File: config.mk
export PLATFORM = sky130hd
export DESIGN_NAME = aabb_overlap
export DESIGN_NICKNAME = d
export VERILOG_FILES = /design/src/rtl/collision_checker_pkg.sv /design/src/rtl/collision_checker_aabb.sv
export SDC_FILE = /design/constraint.sdc
export NUM_CORES = 1
export LEC_CHECK = 0
export ABC_CLOCK_PERIOD_IN_PS = 4600
export CAP_MARGIN = 10
export CORE_MARGIN = 2
export CORE_UTILIZATION = 44
export DETAILED_ROUTE_END_ITERATION = 8
export MAX_ROUTING_LAYER = met4
export PLACE_DENSITY = 0.8
export SETUP_SLACK_MARGIN = 0.05
export SYNTH_ARGS = -nofsm -noshare
export SYNTH_HDL_FRONTEND = slang
export SYNTH_SLANG_ARGS = --single-unit
File: constraint.sdc
create_clock -name vclk -period 4.6
set_input_delay 1.15 -clock vclk [all_inputs]
set_output_delay 1.15 -clock vclk [all_outputs]
set_load 0.1 [all_outputs]
File: src/rtl/collision_checker_pkg.sv
// collision_checker_pkg
//   Shared slot layout for the game-frame data path. It holds the default
//   field widths and offsets, the slot type codes, the scan FSM state type
//   and a helper that sizes the widened coordinate sums.
package collision_checker_pkg;

  // Default slot field widths.
  localparam int TYPE_W_DEF = 2;
  localparam int X_W_DEF    = 10;
  localparam int Y_W_DEF    = 9;
  localparam int W_W_DEF    = 8;
  localparam int H_W_DEF    = 8;
  localparam int DATALEN_DEF = TYPE_W_DEF + X_W_DEF + Y_W_DEF + W_W_DEF + H_W_DEF;

  // Slot field offsets, LSB first: type, x, y, width, height.
  localparam int TYPE_OFF = 0;
  localparam int X_OFF    = TYPE_OFF + TYPE_W_DEF;
  localparam int Y_OFF    = X_OFF + X_W_DEF;
  localparam int W_OFF    = Y_OFF + Y_W_DEF;
  localparam int H_OFF    = W_OFF + W_W_DEF;

  // Slot type codes.
  localparam logic [1:0] NULLTYPE   = 2'd0;
  localparam logic [1:0] ENEMYTYPE  = 2'd1;
  localparam logic [1:0] PLAYERTYPE = 2'd2;

  typedef enum logic [1:0] {
    IDLE = 2'd0,
    SCAN = 2'd1,
    DONE = 2'd2
  } scan_state_t;

  // Width of position+size sums: one bit wider than the wider operand, so
  // the sum never wraps.
  function automatic int sum_w(input int pos_w, input int size_w);
    return ((pos_w > size_w) ? pos_w : size_w) + 1;
  endfunction

endpackage

File: src/rtl/collision_checker_aabb.sv
// aabb_overlap
//   Combinational axis-aligned bounding-box overlap test between one enemy
//   box (e*) and the player box (p*). Edges that only touch do not overlap.
//   A zero-width or zero-height enemy never overlaps.
// Ports:
//   ex, ey, ew, eh : enemy position and size
//   px, py, pw, ph : player position and size
//   overlap        : 1 when the two boxes intersect
module aabb_overlap
  import collision_checker_pkg::*;
#(
  parameter int X_W = X_W_DEF,
  parameter int Y_W = Y_W_DEF,
  parameter int W_W = W_W_DEF,
  parameter int H_W = H_W_DEF
) (
  input  logic [X_W-1:0] ex,
  input  logic [Y_W-1:0] ey,
  input  logic [W_W-1:0] ew,
  input  logic [H_W-1:0] eh,
  input  logic [X_W-1:0] px,
  input  logic [Y_W-1:0] py,
  input  logic [W_W-1:0] pw,
  input  logic [H_W-1:0] ph,
  output logic           overlap
);

  localparam int SXW = sum_w(X_W, W_W);
  localparam int SYW = sum_w(Y_W, H_W);

  logic [SXW-1:0] p_right, e_right;
  logic [SYW-1:0] p_bottom, e_bottom;

  always_comb begin
    p_right  = SXW'(px) + SXW'(pw);
    e_right  = SXW'(ex) + SXW'(ew);
    p_bottom = SYW'(py) + SYW'(ph);
    e_bottom = SYW'(ey) + SYW'(eh);
    overlap  = (ew != '0) && (eh != '0)
            && (SXW'(ex) < p_right) && (SXW'(px) < e_right)
            && (SYW'(ey) < p_bottom) && (SYW'(py) < e_bottom);
  end

endmodule

# == Word-level counts from Yosys, hierarchy flattened ==
# Cells that the tools add are included.
# word_totals
out_inout_bits,1
input_bits,70
regBits,0
# classes
magnitude_cmp,4
add_sub_neg,4
reduce_logical,7
# op_table
op,n
$add A10 B8 Y11,2
$lt A10 B11 Y1,2
$add A9 B8 Y10,2
$lt A9 B10 Y1,2
$reduce_bool A8 Y1,2
$logic_and A1 B1 Y1,5

# == Logic depth before layout (Yosys ltp) ==
# depth
ltp_word,6
mapped_depth,15

# == Least setup slack after synthesis ==
# OpenSTA, ideal clock, no wires.
# synth_timing
path_type,input -> output
start,input port ex[0]
end,output port overlap
path_buffers,0
stages,11
t_arrival_ps,6316
path_slack_ps,-2866
cell_sequence,ha_1 -> fa_1 -> a21oi_1 -> o211ai_1 -> o41ai_1 -> xor2_1 -> ha_1 -> a21o_1 -> a221oi_1 -> a21oi_1 -> nor4_1
# synth_via
elab_chain_cells,5
elab_cells_between_ends,7
cone_classes,add/sub (1); order compare (2); reduce/logical (4)
# synth_rtl
item,line,text
"start, declared",collision_checker_aabb.sv:17,"input logic [X_W-1:0] ex,"
$add A10 B8 Y11 or $lt A10 B11 Y1 (tied branches),"collision_checker_aabb.sv:36, collision_checker_aabb.sv:40",
$lt A10 B11 Y1 or $logic_and A1 B1 Y1 (tied branches),collision_checker_aabb.sv:40,&& (SXW'(ex) < p_right) && (SXW'(px) < e_right)
$logic_and A1 B1 Y1 (*),collision_checker_aabb.sv:40,
$logic_and A1 B1 Y1 (*) (2 in series),collision_checker_aabb.sv:41,&& (SYW'(ey) < p_bottom) && (SYW'(py) < e_bottom);
"end, declared",collision_checker_aabb.sv:25,output logic overlap
# Every way passes the cells marked *; elsewhere a longest branch is shown, timed or not.

# == Worst setup path in the final report ==
# layout_timing
start,input port ph[4]
end,output port overlap
# layout_via
elab_chain_cells,4
# layout_rtl
item,line,text
"start, declared",collision_checker_aabb.sv:24,"input logic [H_W-1:0] ph,"
$add A9 B8 Y10,collision_checker_aabb.sv:37,p_bottom = SYW'(py) + SYW'(ph);
$lt A9 B10 Y1,collision_checker_aabb.sv:41,
$logic_and A1 B1 Y1 (2 in series),collision_checker_aabb.sv:41,
# Every way passes these cells.

==> results.md <==
Synthesis:
- Summing every instance area after synthesis gives 2130 um2.
- In the post-synthesis netlist, the cell with the most instances is ha_1.
- Synthesis handed over a netlist of 274 instances.
- Counting every net in the synthesized netlist gives 414.
- The area share of the largest cell type after synthesis is 38.8%.
- Sorting the synthesized cells by area gives the leading types as ha_1 39%, xor2_1 9.0%, a21oi_1 7.0%.
- The synthesized area divided by synthesized cell count is 7.78 um2.
- The sequential share of the synthesized area is 0%.
- During synthesis, Yosys emitted a total of 0 warnings.
- After synthesis, the most frequently instantiated cells are 66 x ha_1, 30 x a21oi_1, 22 x xor2_1.
- The biggest area consumer among synthesized cells is ha_1.
- The count of unique library cells instantiated by Yosys is 36.

GRT:
- Global routing used 32.2% of the available tracks.
- The number of antenna violations at the first check in global routing is 0.
- The total overflow left after global routing is 0.
- The global-route wire length before repair is 13500 um.
- The number of global-route vias before repair is 2976.
- Entering global routing, the biggest net connects 7 pins.

Pwr:
- The cell leakage power is 1.84 nW.
- The worst-case IR drop observed on VDD is 0.148 mV.
- The power per cell area is 171 nW/um2.

Timing:
- The max-slew violation count is 0.
- The setup TNS is -1.03 ns.
- The final period demand of the worst path is 5.63 ns.
- Static timing analysis puts the maximum clock frequency at 0.177 GHz.
- The total count of hold-check failures in the final report is 0.
- Setup repair after global routing could not meet its margin everywhere.
- The worst slew margin relative to its limit is 73.4%.
- Setup violations remaining at the end of the flow were counted as 1.
- The final critical path takes up 122% of the cycle.
- For the pin with the worst max-slew slack, the measured transition is 0.395 ns.
- After layout, the worst setup slack is -1.03 ns.

Cells and area:
- The total of fill cells in the finished design is 272.
- The repair_antennas step left the layout with diodes totalling 0.
- The area of all placed cells without fillers is 3860 um2.
- The clock buffers instantiated in the layout total 0.
- Across the whole layout, storage elements account for 0 um2.
- Sequential cells placed in the final layout were counted as 0.
- Cells fill 82.2% of the core in the end.
- The signed area change from the synthesized netlist to the final layout is 81.1%.
- The share of post-route cells with drive strength above 1 is 34.4%.
- The final layout net count is 581.

Placement:
- The routability congestion estimate is 0.975.
- The wire-length estimate of the detail-placed layout is 6070 um.
- The worst slack after detailed placement is -1.02 ns.
- The number of I/O port buffers is 71.
- The placed instances occupy a cell area of 3530 um2.

Critical path:
- The buffer and inverter count on the worst path is 3.
- The cell with the biggest individual delay on the critical path is clkdlybuf4s50_1.
- The critical path start-end classification is input port to output port.
- Of all nets on the critical path, the largest fanout is 2.
- On the critical path the largest part of the delay comes from compound AO/OA/AOI/OAI gates.
- Walking the worst path, the cells encountered are clkdlybuf4s50_1, ha_1, buf_4, a21oi_1, o21ai_2, a31oi_1, xor2_1, ha_1, a22oi_1, o211ai_1, o22ai_2, o211ai_1, nor4_4, buf_12.
- The worst setup path is captured at an output port.
- The data required time of the critical path is 3.45 ns.
- The highest cell delay on the worst timing path is 0.43 ns.
- STA classifies the critical path startpoint as an input port.
- The arrival time at the worst endpoint is 4.48 ns.

Floorplan:
- The core footprint is 4690 um2.
- The number of rows in the core area is 25.
- The initial utilization of the core area, before any placement, comes to 45.4%.
- In this run the count of I/O pins placed on the die edge is 71.
- The vertical die dimension is 73.6 um.
- The total die area is 5420 um2.
- The die width is 73.6 um.

Routing:
- The detailed router finished its first iteration with 308 violations.
- Wires add up to 9630 um.
- The number of design rule violations left after detail routing is 0.
- The mean routed wirelength per cell is 19.5 um.
- After detailed routing, the number of vias per cell comes to 6.27.
- The detailed-route via count is 3092.
- The count of nets left with antenna violations once routing finished came out at 0.
- The number of detailed-routing iterations run before antenna repair is 5.

Worst hold path:
- The worst min-delay path endpoint is overlap.
- The worst hold path begins at ew[4].
- The worst hold path class is input port to output port.
- The worst hold path passes through 6 cells.

Clock tree:
- The count of hold-fix buffers inserted at cts is 0.

Run status:
- The checks that failed: negative setup slack.
- The flow ran to the end, but the final reports show violations.

Flow run:
- The tool flagged a number of max-cap violations equal to 0.
-- stage by stage --
stage | total power [mW] | instances | hold slack [ns]
CTS | 0.588 | 490 | 3.19
floorplan | 0.310 | 274 | 2.68
global placement | 0.518 | 476 | 3.31
finish | 0.659 | 493 | 3.28
global route | 0.700 | 493 | 3.30
detailed placement | 0.542 | 476 | 3.29
-- metal layers --
layer  wire, um  GRT usage [%]  part of all wire, %  up-vias
met5          0              -                    0        -
met4        605           10.7                  6.3        0
met2       4490           54.1                   47      242
li1           -              -                    -     1380
met1       3720           41.1                   39     1391
met3        814           1.78                  8.5       79
-- cells by family after synthesis --
family / after synthesis / share of synthesized area (%)
compound gates: 78 / 23.5
xor+xnor: 28 / 11.5
fa+ha+maj: 70 / 42.5
buf+inv: 15 / 2.64
simple gates: 83 / 19.8
-- worst max-delay path by stage --
| stage | startpoint | to | slack (ns) | cells past startpoint |
|---|---|---|---|---|
| finish | ph[4] | overlap | -1.03 | 14 |
| global route | ph[4] | overlap | -1.16 | 14 |
| CTS | ew[0] | overlap | -0.63 | 13 |
| detailed placement | py[0] | overlap | -1.02 | 17 |
| global placement | py[0] | overlap | -0.94 | 17 |
| floorplan | py[0] | overlap | -0.85 | 15 |
-- power by group --
| group | internal (mW) | switching [mW] |
|---|---|---|
| Combinational | 0.328 | 0.331 |
| Clock | 0 | 0 |
| Sequential | 0 | 0 |
-- placed cells by master, fill, tap and decap left out, drive strengths merged, types with 8 or more instances in the layout --
master	netlist	layout
dlygate4sd2	0	17
a21oi	30	30
nand2b	8	8
nor3	11	11
ha	66	66
nand2	14	14
o211ai	9	9
xor2	22	22
inv	15	15
nor2b	8	8
o21ai	10	10
clkdlybuf4s50	0	39
buf	0	99
nand3	10	10
nor4	8	8
nor2	19	19
-- final cells by class --
| type | count | area (um2) | area share (%) |
|---|---|---|---|
| multi-input cells | 259 | 2310 | 60.0 |
| well taps | 54 | 67.6 | 1.75 |
| repair buffers | 165 | 1420 | 36.8 |
| inverters | 15 | 56.3 | 1.46 |
-- timing repair --
action                                  in CTS  in global routing
pin swaps                                   52                 17
buffers inserted                            14                  3
cloned                                       0                  0
endpoints found under the setup margin       1                  1
resized for setup                           78                 26
(Power assumes the default switching activity.)
